## src/rtl/siso_tx_sched_pkg.sv

```systemverilog
// Shared definitions for the serial-lane scheduler.
//   state_t   : scheduler FSM states (idle, shifting a frame, inter-frame gap)
//   DEF_WIDTH : default frame width in bits
//   req_id_t  : requester index (two requesters)
//   onehot()  : requester index -> one-hot accept vector
package siso_pkg;

  typedef enum logic [1:0] {ST_IDLE, ST_SHIFT, ST_GAP} state_t;

  localparam int DEF_WIDTH = 4;

  typedef logic req_id_t;

  function automatic logic [1:0] onehot(input req_id_t id);
    return id ? 2'b10 : 2'b01;
  endfunction

endpackage

```

## src/rtl/siso_tx_sched_if.sv

```systemverilog
// Bundle of the scheduler's requester handshake and serial output lane.
//   req_valid/req_data0/req_data1 : requester words and their valid flags
//   req_ready                     : one-hot accept back to the requesters
//   so/so_en/so_sof/so_eof        : serial bit, bit-valid, frame start/end strobes
//   grant_id/busy                 : owner of current/last frame, scheduler active
// master = requesters and serial sink, slave = scheduler.
interface siso_tx_sched_if import siso_pkg::*; #(
  parameter int WIDTH = DEF_WIDTH
) ();

  logic [1:0]       req_valid;
  logic [WIDTH-1:0] req_data0;
  logic [WIDTH-1:0] req_data1;
  logic [1:0]       req_ready;
  logic             so;
  logic             so_en;
  logic             so_sof;
  logic             so_eof;
  req_id_t          grant_id;
  logic             busy;

  modport master (
    output req_valid, req_data0, req_data1,
    input  req_ready, so, so_en, so_sof, so_eof, grant_id, busy
  );

  modport slave (
    input  req_valid, req_data0, req_data1,
    output req_ready, so, so_en, so_sof, so_eof, grant_id, busy
  );

endinterface

```

## src/rtl/siso_tx_sched_shift_reg.sv

```systemverilog
// WIDTH-bit right-shifting register with parallel load; zero-fills the MSB so
// the serial output returns to 0 once a word has been fully shifted out.
//   clk, rst (async, active-low)
//   load    : capture data_in (wins over shift)
//   shift   : shift right by one
//   data_in : parallel word
//   so      : serial out, sr[0]
module siso_shift_reg #(
  parameter int WIDTH = 4
) (
  input  logic             clk,
  input  logic             rst,
  input  logic             load,
  input  logic             shift,
  input  logic [WIDTH-1:0] data_in,
  output logic             so
);

  logic [WIDTH-1:0] sr;

  always_ff @(posedge clk or negedge rst) begin
    if (!rst) begin
      sr <= '0;
    end else if (load) begin
      sr <= data_in;
    end else if (shift) begin
      sr <= {1'b0, sr[WIDTH-1:1]};
    end
  end

  assign so = sr[0];

endmodule

```

## src/rtl/siso_tx_sched.sv

```systemverilog
// Round-robin scheduler sharing one serial shift path between two requesters.
// In IDLE it accepts one word (combinational one-hot req_ready), then shifts it
// out LSB-first with so_en/so_sof/so_eof strobes, then idles GAP cycles.
//   clk : rising-edge clock
//   rst : asynchronous active-low reset
//   bus : siso_tx_sched_if.slave (requester handshake + serial lane)
module siso_tx_sched import siso_pkg::*; #(
  parameter int WIDTH = DEF_WIDTH,
  parameter int GAP   = 1
) (
  input logic            clk,
  input logic            rst,
  siso_tx_sched_if.slave bus
);

  localparam int CW = $clog2(WIDTH);
  localparam int GW = (GAP > 1) ? $clog2(GAP) : 1;
  localparam logic [CW-1:0] CNT_LAST = CW'(WIDTH - 1);
  localparam logic [CW-1:0] CNT_PEN  = CW'(WIDTH - 2);
  localparam logic [GW-1:0] GAP_LAST = GW'((GAP > 0) ? GAP - 1 : 0);

  state_t           state;
  logic [CW-1:0]    cnt;
  logic [GW-1:0]    gcnt;
  req_id_t          rr;
  req_id_t          win;
  req_id_t          grant_r;
  logic [1:0]       ready;
  logic             hs;
  logic [WIDTH-1:0] word;
  logic             so_en_r;
  logic             so_sof_r;
  logic             so_eof_r;
  logic             busy_r;
  logic             sr_so;

  // Arbitration: rr breaks ties, a lone valid wins outright. Gated by rst so
  // nothing is accepted while reset is held.
  always_comb begin
    win = 1'b0;
    if (&bus.req_valid) begin
      win = rr;
    end else if (bus.req_valid[1]) begin
      win = 1'b1;
    end
    ready = 2'b00;
    if (rst && (state == ST_IDLE) && (|bus.req_valid)) begin
      ready = onehot(win);
    end
  end

  assign hs   = |(bus.req_valid & ready);
  assign word = win ? bus.req_data1 : bus.req_data0;

  // Shift register is loaded on the accepting edge, so sr[0] already carries
  // bit 0 in the first SHIFT cycle; WIDTH shifts leave it all-zero afterwards.
  siso_shift_reg #(.WIDTH(WIDTH)) u_sr (
    .clk     (clk),
    .rst     (rst),
    .load    (hs),
    .shift   (state == ST_SHIFT),
    .data_in (word),
    .so      (sr_so)
  );

  always_ff @(posedge clk or negedge rst) begin
    if (!rst) begin
      state    <= ST_IDLE;
      cnt      <= '0;
      gcnt     <= '0;
      rr       <= 1'b0;
      grant_r  <= 1'b0;
      so_en_r  <= 1'b0;
      so_sof_r <= 1'b0;
      so_eof_r <= 1'b0;
      busy_r   <= 1'b0;
    end else begin
      case (state)
        ST_IDLE: begin
          if (hs) begin
            state    <= ST_SHIFT;
            cnt      <= '0;
            grant_r  <= win;
            rr       <= ~win;
            so_en_r  <= 1'b1;
            so_sof_r <= 1'b1;
            so_eof_r <= 1'b0;
            busy_r   <= 1'b1;
          end
        end
        ST_SHIFT: begin
          so_sof_r <= 1'b0;
          if (cnt == CNT_LAST) begin
            so_en_r  <= 1'b0;
            so_eof_r <= 1'b0;
            gcnt     <= '0;
            if (GAP > 0) begin
              state <= ST_GAP;
            end else begin
              state  <= ST_IDLE;
              busy_r <= 1'b0;
            end
          end else begin
            cnt      <= cnt + 1'b1;
            // eof is raised one edge early so it lines up with the last bit.
            so_eof_r <= (cnt == CNT_PEN);
          end
        end
        ST_GAP: begin
          if (gcnt == GAP_LAST) begin
            state  <= ST_IDLE;
            busy_r <= 1'b0;
          end else begin
            gcnt <= gcnt + 1'b1;
          end
        end
        default: state <= ST_IDLE;
      endcase
    end
  end

  assign bus.req_ready = ready;
  assign bus.so        = sr_so;
  assign bus.so_en     = so_en_r;
  assign bus.so_sof    = so_sof_r;
  assign bus.so_eof    = so_eof_r;
  assign bus.grant_id  = grant_r;
  assign bus.busy      = busy_r;

endmodule
```

## src/flat_wrapper.sv

```systemverilog
// flat-port wrapper written by rule: the top's interface ports become plain ports
module siso_tx_sched_flat import siso_pkg::*;
#(
  parameter int WIDTH = DEF_WIDTH,
  parameter int GAP   = 1
)
  (clk, rst, bus_req_valid, bus_req_data0, bus_req_data1, bus_req_ready, bus_so, bus_so_en, bus_so_sof, bus_so_eof, bus_grant_id, bus_busy);
  siso_tx_sched_if #(.WIDTH(WIDTH)) bus_i ();
  input logic clk;
  input logic rst;
  input wire logic [$bits(bus_i.req_valid)-1:0] bus_req_valid;
  input wire logic [$bits(bus_i.req_data0)-1:0] bus_req_data0;
  input wire logic [$bits(bus_i.req_data1)-1:0] bus_req_data1;
  output wire logic [$bits(bus_i.req_ready)-1:0] bus_req_ready;
  output wire logic [$bits(bus_i.so)-1:0] bus_so;
  output wire logic [$bits(bus_i.so_en)-1:0] bus_so_en;
  output wire logic [$bits(bus_i.so_sof)-1:0] bus_so_sof;
  output wire logic [$bits(bus_i.so_eof)-1:0] bus_so_eof;
  output wire logic [$bits(bus_i.grant_id)-1:0] bus_grant_id;
  output wire logic [$bits(bus_i.busy)-1:0] bus_busy;
  assign bus_i.req_valid = bus_req_valid;
  assign bus_i.req_data0 = bus_req_data0;
  assign bus_i.req_data1 = bus_req_data1;
  assign bus_req_ready = bus_i.req_ready;
  assign bus_so = bus_i.so;
  assign bus_so_en = bus_i.so_en;
  assign bus_so_sof = bus_i.so_sof;
  assign bus_so_eof = bus_i.so_eof;
  assign bus_grant_id = bus_i.grant_id;
  assign bus_busy = bus_i.busy;
  siso_tx_sched #(.WIDTH(WIDTH), .GAP(GAP)) u_core (.clk(clk), .rst(rst), .bus(bus_i));
endmodule
```

## config.mk

```make
export PLATFORM = sky130hd
export DESIGN_NAME = siso_tx_sched_flat
export DESIGN_NICKNAME = d
export VERILOG_FILES = /design/src/rtl/siso_tx_sched_pkg.sv /design/src/rtl/siso_tx_sched_if.sv /design/src/rtl/siso_tx_sched_shift_reg.sv /design/src/rtl/siso_tx_sched.sv /design/src/flat_wrapper.sv
export SDC_FILE = /design/constraint.sdc
export NUM_CORES = 1
export LEC_CHECK = 0
export BUFFER_PORTS_ARGS = -buffer_cell sky130_fd_sc_hd__buf_2
export CORE_AREA = 8 8 50 52
export CTS_BUF_LIST = sky130_fd_sc_hd__clkbuf_4 sky130_fd_sc_hd__clkbuf_8
export DETAILED_ROUTE_END_ITERATION = 8
export DIE_AREA = 0 0 58 60
export PLACE_DENSITY_LB_ADDON = 0.25
export SYNTH_ARGS = -nofsm -noshare
export SYNTH_HDL_FRONTEND = slang
export SYNTH_SLANG_ARGS = --single-unit
```

## constraint.sdc

```tcl
create_clock -name clk -period 1.5 [get_ports clk]
set_input_delay 0.075 -clock clk [delete_from_list [all_inputs] [get_ports clk]]
set_output_delay 0.075 -clock clk [all_outputs]
set_load 0.02 [all_outputs]
```

==> impl_metrics.tcl <==
set metrics [dict create \
    yosysWarnings 0 \
    crit_start "u_core.state[0]$_DFFE_PN0P_" \
    synth.area.mux_share 0 \
    drtPass1Iterations 4 \
    root_buffer "clkbuf_4" \
    place_inst 103 \
    drv_slew 0 \
    power.density_mw_per_mm2 1810 \
    pin_count 20 \
    r2r_start "u_core.state[1]$_DFFE_PN0P_" \
    regArea_um2 350 \
    syn_to_final_growth_pct 28.7 \
    post-route-period-util 0.944 \
    grt_util_met3 0.0538 \
    track_usage 0.0962 \
    grt_pass1_wl_um 2490 \
    setup_viol 0 \
    status "complete, no violations" \
    ff2ff_setup_slack_ns 0.28 \
    worst_pin_slew_ns 0.372 \
    synth_fa_ha_area_frac 0.0385 \
    synth-simple-area-share 0.154 \
    comb_power_share 0.438 \
    ys_types 22 \
    die-area_mm2 0.00348 \
    ant_nets 0 \
    avgSynthCellArea_um2 9.86 \
    r2r_end "u_core.cnt[0]$_DFFE_PN0P_" \
    path_clk_slew_ns 0.08 \
    min_from "bus_req_data1[0]" \
    cp-start-kind "flop" \
    die_w_um 58 \
    fin_nets 107 \
    drc 0 \
    gp_congestion 0.815 \
    worstPathRequired_ns 1.42 \
    grt_max_degree 10 \
    cts_sinks 14 \
    use_met1 0.0938 \
    synth_cells 66 \
    dp_hpwl_um 1110 \
    synth-compound-area-share 0.210 \
    syn_nets 80 \
    clk_latency_ns 0.28 \
    critPathMaxFanout 6 \
    rsz0062_at_grt "false" \
    max_cap_violations 0 \
    antenna_found_initial 0 \
    postRouteWirelength_um 1530 \
    crit_path_end_kind "primary output" \
    cts_htree_levels 1 \
    coreArea_mm2 0.00180 \
    pwr-share-seq 0.424 \
    nFillCells 186 \
    drtIter0Drc 13 \
    ir_drop_v 0.000836 \
    post_drt_wl_per_cell_um 14.0 \
    fin_crit_ns 1.42 \
    die_height_um 60 \
    p_switching_w 0.000606 \
    numCtsBuffers 3 \
    drive_above_1_share 0.330 \
    synth_area_um2 651 \
    hold_viol 0 \
    reg2regPathDepth 5 \
    synth_top_family_by_area "compound AO/OA/AOI/OAI gates" \
    initial_core_util 0.361 \
    ys_ff_latch 14 \
    finalClockSkew_ns 0.00571 \
    post_cts_buffers 0 \
    min_path_type "input port to flop" \
    via_per_inst 5.13 \
    stdcell_count 109 \
    num_rows 16 \
    clock_path_buffers 2 \
    intPower_w 0.000909 \
    tns_ns 0 \
    critPathKind "flop to primary output" \
    relSlewSlack 0.752 \
    use_met2 0.154 \
    swShare 0.400 \
    arrival_ns 1.34 \
    p_leak_nw 0.424 \
    cts_tree "built" \
    yosysSeqAreaShare 0.538 \
    overflow 0 \
    fmax_mhz 707 \
    grt_busiest_layer "met2" \
    power.share.clock 0.138 \
    antenna_cells 0 \
    multi_input_area_um2 272 \
    synth_xor_area_frac 0 \
    hold_path_end "u_core.u_sr.sr[0]$_DFFE_PN0P_" \
    min_path_cells 3 \
    vias 559 \
    portBuffers 19 \
    grt_pass1_vias 587 \
]
[cells by family (layout without fill, tap and decap cells)]
group | count (synthesis) | after routing
fa+ha+maj | 2 | 2
compound gates | 23 | 23
simple gates | 19 | 19
flops | 14 | 14
buf+inv | 8 | 33
[registers in the layout, indices dropped and copies added, names as in the netlist]
signal	flops
u_core.bus.so_eof	1
u_core.bus.grant_id	1
u_core.u_sr.sr	4
u_core.bus.so_sof	1
u_core.bus.busy	1
u_core.bus.so_en	1
u_core.state	2
u_core.rr	1
u_core.cnt	2
[metrics by stage]
step / total power, W / area [µm²] / utilization / worst slack [ns] / hold WS (ns)
finish: 0.00152 / 837 / 0.465 / 0.0847 / 0.0434
global route: 0.00165 / 837 / 0.465 / 0.00916 / 0.0381
CTS: 0.00152 / 802 / 0.445 / 0.0317 / 0.0274
detailed placement: 0.00130 / 767 / 0.426 / 0.227 / -0.0613
global placement: 0.00129 / 767 / 0.426 / 0.257 / -0.0599
floorplan: 0.00110 / 651 / - / 0.209 / -0.221
[how the worst max path moves through the flow]
| stage | to | slack (ns) | depth (start not counted) |
|---|---|---|---|
| 2_1_floorplan | u_core.u_sr.sr[0]$_DFFE_PN0P_ | 0.21 | 5 |
| 3_3_place_gp | u_core.u_sr.sr[2]$_DFFE_PN0P_ | 0.26 | 4 |
| 3_5_place_dp | u_core.u_sr.sr[2]$_DFFE_PN0P_ | 0.23 | 4 |
| 4_1_cts | bus_req_ready[1] | 0.03 | 3 |
| 5_1_grt | bus_req_ready[1] | 0.009 | 3 |
| 6_report | bus_req_ready[1] | 0.08 | 3 |
[final cells by class]
| class | instances | share of cell area |
|---|---|---|
| inverters | 6 | 0.0269 |
| multi-input cells | 44 | 0.324 |
| clock buffers | 3 | 0.0269 |
| well taps | 18 | 0.0269 |
| repair buffers | 24 | 0.176 |
| flip-flops and latches | 14 | 0.419 |
[metal layers]
layer  wire, µm  vias up
li1           -      279
met1        687      261
met2        697       15
met3        117        4
met4         25        0
met5          0        -
[synth_stat cells]
library cell / n / area (µm²)
a31oi_1: 3 / 18.8
o21ai_2: 1 / 8.76
inv_1: 6 / 22.5
and2b_2: 1 / 8.76
o211ai_1: 1 / 7.51
buf_6: 1 / 11.3
a21o_1: 1 / 7.51
nor2_1: 3 / 11.3
nor3b_2: 1 / 12.5
nand3_1: 2 / 10.0
ha_1: 2 / 25.0
o21ai_0: 7 / 35.0
dfrtp_1: 14 / 350
buf_2: 1 / 5.00
a21o_2: 1 / 8.76
nand2b_1: 2 / 12.5
and2_1: 1 / 6.26
o21ai_1: 2 / 10.0
nand2_1: 7 / 26.3
and3_1: 2 / 12.5
a21oi_1: 5 / 25.0
a22oi_1: 2 / 15.0
[layout by cell type, fill, tap and decap left out, drive strengths merged]
cell type,instances
a21o,2
a21oi,5
a22oi,2
a31oi,3
and2,1
and2b,1
and3,2
buf,21
clkbuf,3
dfrtp,14
dlygate4sd3,2
dlymetal6s4s,1
ha,2
inv,6
nand2,7
nand2b,2
nand3,2
nor2,3
nor3b,1
o211ai,1
o21ai,10
[timing repair]
item | CTS | global route
endpoints found under the hold margin | 14 | 7
hold buffers | 1 | 2
resized for setup | 2 | 5
cloned | 0 | 0
pin swaps | 0 | 1
setup endpoints to repair | 2 | 5
[worst max-delay path, stage by stage, from the launching register on]
cell,delay [ns]
dfrtp_1,0.40
nor3b_2,0.24
and3_4,0.27
buf_4,0.15
[power groups by stage]
stage	combinational [W]	sequential, W	clock (W)
after floorplan	0.000374	0.000725	0
after global placement	0.000645	0.000647	0
after detailed placement	0.000649	0.000650	0
after CTS	0.000655	0.000644	0.000219
after global routing	0.000755	0.000663	0.000235
final	0.000664	0.000642	0.000209
No activity file was read; power rests on OpenSTA's default activity.
